===== src/rtl/iomem_ctrl.sv =====
`default_nettype none
// ============================================================================
// Module   : iomem_ctrl
// Brief    : CPU iomem bridge to four page-decoded peripheral slots with
//            access timeout, error logging and an internal status register.
// Revision : 1.0
// ============================================================================
module iomem_ctrl #(
  parameter logic [7:0]  SLOT0_PAGE = 8'h03,
  parameter logic [7:0]  SLOT1_PAGE = 8'h04,
  parameter logic [7:0]  SLOT2_PAGE = 8'h05,
  parameter logic [7:0]  SLOT3_PAGE = 8'h07,
  parameter logic [7:0]  STAT_PAGE  = 8'h0F,
  parameter int unsigned TIMEOUT    = 255
) (
  input  logic         clk,
  input  logic         resetn,
  input  logic         iomem_valid,
  output logic         iomem_ready,
  input  logic [3:0]   iomem_wstrb,
  input  logic [31:0]  iomem_addr,
  input  logic [31:0]  iomem_wdata,
  output logic [31:0]  iomem_rdata,
  output logic [3:0]   p_sel,
  output logic [3:0]   p_wstrb,
  output logic [31:0]  p_addr,
  output logic [31:0]  p_wdata,
  input  logic [3:0]   p_ready,
  input  logic [127:0] p_rdata,
  output logic         bus_err
);

  typedef enum logic [1:0] {
    IDLE   = 2'd0,
    ACCESS = 2'd1,
    DONE   = 2'd2
  } state_t;

  // The counter reaches this value on the last permitted ACCESS cycle.
  localparam logic [7:0] TIMEOUT_LAST = 8'(TIMEOUT - 1);

  state_t      state_q, state_d;
  logic [1:0]  slot_q, slot_d;
  logic [7:0]  cnt_q, cnt_d;
  logic        ready_q, ready_d;
  logic [31:0] rdata_q, rdata_d;
  logic [3:0]  p_sel_q, p_sel_d;
  logic [3:0]  p_wstrb_q, p_wstrb_d;
  logic [31:0] p_addr_q, p_addr_d;
  logic [31:0] p_wdata_q, p_wdata_d;
  logic [7:0]  err_cnt_q, err_cnt_d;
  logic [23:0] err_addr_q, err_addr_d;
  logic        bus_err_q, bus_err_d;

  logic        page_hit;
  logic        stat_hit;
  logic [1:0]  page_slot;
  logic        slot_ready;
  logic [31:0] slot_rdata;
  logic        err_rec;
  logic [23:0] err_rec_addr;
  logic        stat_clr;

  always_comb begin
    page_hit  = 1'b1;
    stat_hit  = 1'b0;
    page_slot = 2'd0;
    if (iomem_addr[31:24] == SLOT0_PAGE) begin
      page_slot = 2'd0;
    end else if (iomem_addr[31:24] == SLOT1_PAGE) begin
      page_slot = 2'd1;
    end else if (iomem_addr[31:24] == SLOT2_PAGE) begin
      page_slot = 2'd2;
    end else if (iomem_addr[31:24] == SLOT3_PAGE) begin
      page_slot = 2'd3;
    end else begin
      page_hit = 1'b0;
      stat_hit = (iomem_addr[31:24] == STAT_PAGE);
    end
  end

  // Only the selected slot's handshake and data are ever looked at.
  always_comb begin
    slot_ready = p_ready[slot_q];
    slot_rdata = p_rdata[{slot_q, 5'b00000} +: 32];
  end

  always_comb begin
    state_d      = state_q;
    slot_d       = slot_q;
    cnt_d        = cnt_q;
    ready_d      = 1'b0;
    rdata_d      = rdata_q;
    p_sel_d      = p_sel_q;
    p_wstrb_d    = p_wstrb_q;
    p_addr_d     = p_addr_q;
    p_wdata_d    = p_wdata_q;
    err_rec      = 1'b0;
    err_rec_addr = p_addr_q[23:0];
    stat_clr     = 1'b0;

    case (state_q)
      IDLE: begin
        if (iomem_valid) begin
          p_addr_d  = iomem_addr;
          p_wdata_d = iomem_wdata;
          p_wstrb_d = iomem_wstrb;
          if (page_hit) begin
            p_sel_d = 4'b0001 << page_slot;
            slot_d  = page_slot;
            cnt_d   = 8'd0;
            state_d = ACCESS;
          end else if (stat_hit) begin
            rdata_d  = {err_addr_q, err_cnt_q};
            stat_clr = |iomem_wstrb;
            ready_d  = 1'b1;
            state_d  = DONE;
          end else begin
            rdata_d      = 32'hFFFF_FFFF;
            err_rec      = 1'b1;
            err_rec_addr = iomem_addr[23:0];
            ready_d      = 1'b1;
            state_d      = DONE;
          end
        end
      end

      // A completion in the final counted cycle beats the timeout.
      ACCESS: begin
        if (slot_ready) begin
          rdata_d = slot_rdata;
          p_sel_d = 4'b0000;
          ready_d = 1'b1;
          state_d = DONE;
        end else if (cnt_q == TIMEOUT_LAST) begin
          rdata_d = 32'hFFFF_FFFF;
          p_sel_d = 4'b0000;
          err_rec = 1'b1;
          ready_d = 1'b1;
          state_d = DONE;
        end else begin
          cnt_d = cnt_q + 8'd1;
        end
      end

      DONE: begin
        state_d = IDLE;
      end

      default: begin
        p_sel_d = 4'b0000;
        state_d = IDLE;
      end
    endcase
  end

  always_comb begin
    err_cnt_d  = err_cnt_q;
    err_addr_d = err_addr_q;
    bus_err_d  = bus_err_q;
    if (stat_clr) begin
      err_cnt_d  = 8'd0;
      err_addr_d = 24'd0;
      bus_err_d  = 1'b0;
    end else if (err_rec) begin
      err_cnt_d  = (err_cnt_q == 8'hFF) ? 8'hFF : err_cnt_q + 8'd1;
      err_addr_d = err_rec_addr;
      bus_err_d  = 1'b1;
    end
  end

  always_ff @(posedge clk or negedge resetn) begin
    if (!resetn) begin
      state_q    <= IDLE;
      slot_q     <= 2'd0;
      cnt_q      <= 8'd0;
      ready_q    <= 1'b0;
      rdata_q    <= 32'd0;
      p_sel_q    <= 4'd0;
      p_wstrb_q  <= 4'd0;
      p_addr_q   <= 32'd0;
      p_wdata_q  <= 32'd0;
      err_cnt_q  <= 8'd0;
      err_addr_q <= 24'd0;
      bus_err_q  <= 1'b0;
    end else begin
      state_q    <= state_d;
      slot_q     <= slot_d;
      cnt_q      <= cnt_d;
      ready_q    <= ready_d;
      rdata_q    <= rdata_d;
      p_sel_q    <= p_sel_d;
      p_wstrb_q  <= p_wstrb_d;
      p_addr_q   <= p_addr_d;
      p_wdata_q  <= p_wdata_d;
      err_cnt_q  <= err_cnt_d;
      err_addr_q <= err_addr_d;
      bus_err_q  <= bus_err_d;
    end
  end

  assign iomem_ready = ready_q;
  assign iomem_rdata = rdata_q;
  assign p_sel       = p_sel_q;
  assign p_wstrb     = p_wstrb_q;
  assign p_addr      = p_addr_q;
  assign p_wdata     = p_wdata_q;
  assign bus_err     = bus_err_q;

endmodule
`default_nettype wire


===== config.mk =====
export PLATFORM = sky130hd
export DESIGN_NAME = iomem_ctrl
export DESIGN_NICKNAME = d
export VERILOG_FILES = /design/src/rtl/iomem_ctrl.sv
export SDC_FILE = /design/constraint.sdc
export NUM_CORES = 1
export LEC_CHECK = 0
export CORE_UTILIZATION = 43
export CTS_BUF_LIST = sky130_fd_sc_hd__clkbuf_16
export DETAILED_ROUTE_END_ITERATION = 6
export PLACE_DENSITY = 0.89
export SLEW_MARGIN = 20
export SYNTH_ARGS = -nofsm -noshare
export SYNTH_HDL_FRONTEND = slang
export SYNTH_SLANG_ARGS = --single-unit

===== constraint.sdc =====
create_clock -name clk -period 2.55 [get_ports clk]
set_input_delay 0.765 -clock clk [delete_from_list [all_inputs] [get_ports clk]]
set_output_delay 0.765 -clock clk [all_outputs]
set_load 0.02 [all_outputs]

* Word level (Yosys, flattened, before mapping)
Cells that the tools add are included.
** Word-level totals
- Register bits after elaboration :: 150
- Output and inout bits :: 106
** Operators by class
- Eq/ne operators :: 15
- Shift-type cells :: 2
- Reductions and logical operators :: 10
- Bitwise gates (word level) :: 1
- Multiplexer cells :: 60
- Add/sub/neg operators :: 2
- Magnitude comparators :: 1
** Operators with widths (number)
- $mux 32 :: 5
- $mux 24 :: 6
- $shiftx 128x8->32 :: 1
- $pmux 32 s2 :: 1
- $mux 8 :: 7
- $eq 8x3->1 const B :: 3
- $mux 1 :: 23
- $add 8x1->8 const B :: 2
- $eq 8x8->1 const B :: 2
- $mux 2 :: 8
- $mux 4 :: 4
- $pmux 8 s2 :: 1
- $pmux 4 s3 :: 1
- $ne 2x2->1 const B :: 5
- $eq 8x2->1 const B :: 1
- $eq 8x4->1 const B :: 1
- $reduce_and 4->1 :: 2
- $reduce_and 5->1 :: 1
- $pmux 1 s2 :: 2
- $pmux 2 s2 :: 1
- $reduce_and 2->1 :: 2
- $reduce_bool 2->1 :: 2
- $reduce_or 4->1 :: 1
- $shl 1x2->4 const A :: 1
- 8 further kinds :: 8

* Logic depth before layout (Yosys ltp)
- Depth after elaboration :: 11
- Gate-level depth with buffers :: 10

* Least setup slack after synthesis
OpenSTA, ideal clock, no wires.
- Path type :: input port to flip-flop
- From :: in iomem_addr[25]
- To :: reg p_sel_q[0], in the netlist p_sel[0]
- Stages :: 6
- Setup time :: 0.125 ns
- Arrival time :: 2.396 ns
- Slack :: 0.029 ns
- Cell sequence :: clkbuf_1 -> mux2_2 -> and3_1 -> and3b_1 -> o21ai_1 -> mux2_2
** Between the ends
- Word-level cells in the longest chain between the ends :: 9
- Elaborated cells on any way between the ends :: 18
** RTL lines
- from (decl) :: RTL line 21 : input logic [31:0] iomem_addr,
- $eq 8x3->1 :: RTL line 74 : end else if (iomem_addr[31:24] == SLOT3_PAGE) begin
- $mux 2 :: RTL line 74
- $mux 2 :: RTL line 72 : end else if (iomem_addr[31:24] == SLOT2_PAGE) begin
- $mux 2 :: RTL line 70 : end else if (iomem_addr[31:24] == SLOT1_PAGE) begin
- $mux 2 :: RTL line 68 : if (iomem_addr[31:24] == SLOT0_PAGE) begin
- $shl 1x2->4 :: RTL line 109 : p_sel_d = 4'b0001 << page_slot;
- $mux 4 :: RTL line 108 : if (page_hit) begin
- $mux 4 :: RTL line 104 : if (iomem_valid) begin
- $pmux 4 s3 :: RTL line 102 : case (state_q)
- to (signal assigned) :: RTL line 192 : p_sel_q <= p_sel_d;
- to (decl) :: RTL line 47 : logic [3:0] p_sel_q, p_sel_d;
Several ways; a longest one is shown, not always the timed one. The select of a mux whose other input is x is not followed.
A chain may end at the register's enable or synchronous reset.

* Worst setup path after layout
- From :: in iomem_addr[25]
- To :: reg p_sel_q[1], in the netlist p_sel[1]
The elaborated chain is that of the path after synthesis.

==> reports/qor.csv <==
metric,value,unit
vias in the first global route,6799,
Clk pwr share,34.2,%
CTS H-Tree Depth,4,
register bit total from synthesis,150,
Chip Height,130.4,microns
GP Congestion,0.8817,
top post-synthesis cells by area,"dfrtp_1 (53%), nand2_1 (15%), mux4_2 (10%), o21ai_0 (2.9%), o22ai_1 (2.8%)",
pin count of the biggest net entering global routing,74,
Syn Area/Cell,9.912,sq um
Reg2Reg Setup Slack,0.44,ns
die area,17000,sq um
"top cells by count, synth","nand2_1 (292), dfrtp_1 (150), o21ai_0 (41), mux4_2 (33), o22ai_1 (32)",
Fin. Hold Viols,0,
Synth area leader,dfrtp_1,
critical path required time,2.85,ns
aggregate global routing overflow,0,
CP peak stage delay,0.48,ns
"Critical Path, Cell by Cell","clkdlybuf4s50_1, mux2_2, and3_1, buf_4, and3b_1, o21ai_4, mux2_2",
logic gate share of total power,26.1,%
"CTS clk-pin slew, worst paths",0.07,ns
fin crit share,97.53,%
CTS Buffer Depth,2,
maxcap violations,0,
most numerous cell in the Yosys netlist,nand2_1,
Unique masters post-synth,50,
final WL,24060,microns
setup_tns,0,ns
Synthesized Nets,921,
switching power,0.002244,W
wire per inst,18.81,microns
Syn Inst Count,715,
nature of the critical path endpoint,flop,
Main synth FF type,dfrtp_1,
CP Capture Point,p_sel[1],
worst min path class,input port to asynchronous set/reset pin,
n_diodes,0,
register area share after synthesis,52.97,%
number of fill cells,1148,
cell area power density,659.4,nW/um^2
"worst slack, placed",-0.6650,ns
global-route wire length before repair,35910,microns
area of the multi-input gates,3146,sq um
CTS root buffer,clkbuf_16,
Slew headroom,65.80,%
DRC viols,0,
Num CTS Buffers,17,
Reg2Reg Launch Point,slot_q[0],
crit path max-delay cell type,clkdlybuf4s50_1,
Reg power frac,39.7,%
initial core utilization,44.29,%
crit path max fanout,4,
Final Hold Slack,0.2781,ns
Clock Latency Late Sink,0.42,ns
Setup CP Type,input port to flop,
Synth top area share,52.97,%
worst vdd ir,0.4356,mV
post-synthesis async set-or-reset flop share,100.0,%
port bufs,308,
Worst path top cell family by delay,multiplexers,
Reg2Reg Depth,6,
worst slew pin tran,0.5131,ns
layout cell share with drive strength beyond 1,13.08,%
post-layout min period,2.487,ns
synthesized cell area,7087,sq um
initial antenna violation count,0,
number of synthesis warnings,0,
Critical Path AT,2.79,ns
Finished Cell Area,11420,sq um
WP depth,7,
drt first pass iters,5,
Critical Path Source,iomem_addr[25],
status,"complete, no violations",
drt via density,5.324,
FMAX,402.1,MHz
Net Sw Frac,29.80,%
Rows,46,
core area,16000,sq um
register area,3755,sq um
"EDFF count, synth",0,
via count,6810,
Power Internal,0.005285,W
final setup margin,0.06302,ns
GRT Util Overall,28.50,%
IO Count,309,
CP Launch Type,input port,
DRT antenna net count,0,
post-route insts no fill,1279,
dpl cells,1245,
"Hold-fix buffers, CTS",0,
nets@finish,1256,
area grow syn2layout,61.12,%
crit path buf inv count,2,
CTS tree,done,
Final Skew,0.01065,ns
Die Wd,130.4,microns
Area after DPL,10720,sq um
RSZ-0062 raised after global routing,false,
Finish-stage setup viols,0,
RR Endpoint,cnt_q[7],
Starting DRT DRC Count,410,
Most Frequent Cell on Critical Path,mux2_2,
fin. max-slew vios,0,
leakage,5.111,nW
Clock Sinks,150,
HPWL Detailed,17840,microns
-- stage by stage --
stage          total power [W]  utilization, %
5_1_grt               0.007859           71.36
4_1_cts               0.007550           70.96
2_1_floorplan         0.003799               -
6_report              0.007529           71.36
3_3_place_gp          0.004895           67.02
3_5_place_dp          0.004960           67.02
-- sequential cells by signal, summed over array words and instances, names as in the netlist --
signal	cells
p_sel	4
p_addr	32
slot_q	2
bus_err	1
err_addr_q	24
p_wstrb	4
state_q	2
p_wdata	32
cnt_q	8
iomem_rdata	32
iomem_ready	1
err_cnt_q	8
-- per-layer routing --
metal	GRT usage, %	share of wire [%]	up-vias
met5	0	0	-
li1	-	-	3156
met3	8.103	8.9	30
met1	35.06	40	3293
met4	9.601	1.7	0
met2	48.31	50	331
-- logic make-up after synthesis --
kind of cell	Yosys count	share of synthesized area [%]
adders and majority gates	3	0.5297
and+or+nand+nor	340	19.62
DFF	150	52.97
AOI/OAI and AO/OA	125	11.60
muxes	38	11.28
xor gates and xnor gates	5	0.6181
buffers and inverters	54	3.390
-- area by class of cell --
cell class / count / area share [%]
inverters: 8 / 0.2630
well taps: 216 / 2.367
clock buffers: 17 / 3.726
flip-flops and latches: 150 / 32.88
multi-input cells: 511 / 27.55
repair buffers: 362 / 31.66
clock inverters: 15 / 1.556
-- cells in the final DEF, fill, tap and decap left out, drive strengths merged, types with 6 or more instances in the layout --
cell           synthesis  routed
nor2                   9       9
clkinv                 0       8
nand4                  6       6
clkbuf                30      17
dfrtp                150     150
buf                   16      55
clkdlybuf4s50          0     307
nand3                  6       6
and3                   7       7
a22oi                 24      24
o22ai                 32      32
o21ai                 42      42
inv                    8      11
nand2                292     292
mux4                  33      33
-- how the worst min path moves through the flow --
| stage | to | slack, ns | start | cells after the start |
|---|---|---|---|---|
| after global placement | err_addr_q[9] | 0.45 | err_addr_q[9] | 2 |
| final | iomem_rdata[15] | 0.28 | resetn | 1 |
| after global routing | err_addr_q[4] | 0.31 | resetn | 1 |
| after CTS | iomem_rdata[15] | 0.29 | resetn | 1 |
| after detailed placement | p_wdata[0] | 0.46 | p_wdata[0] | 2 |
| after floorplan | err_addr_q[0] | 0.44 | err_addr_q[0] | 2 |
-- power groups by stage --
stage	sequential, W	combinational [W]	clock (W)
4_1_cts	0.00298	0.00196	0.00261
2_1_floorplan	0.00327	0.000533	0
3_5_place_dp	0.00302	0.00194	0
3_3_place_gp	0.00301	0.00189	0
5_1_grt	0.00303	0.00210	0.00273
6_report	0.00299	0.00197	0.00257
-- repair_timing --
item / 4_1_cts / 5_1_grt
setup endpoints to repair: 46 / 40
gates resized for setup: 6 / 3
endpoints found under the hold margin: 0 / 0
pin swaps: 0 / 2
buffers inserted: 0 / 2
Power figures use the tool's default switching activity.
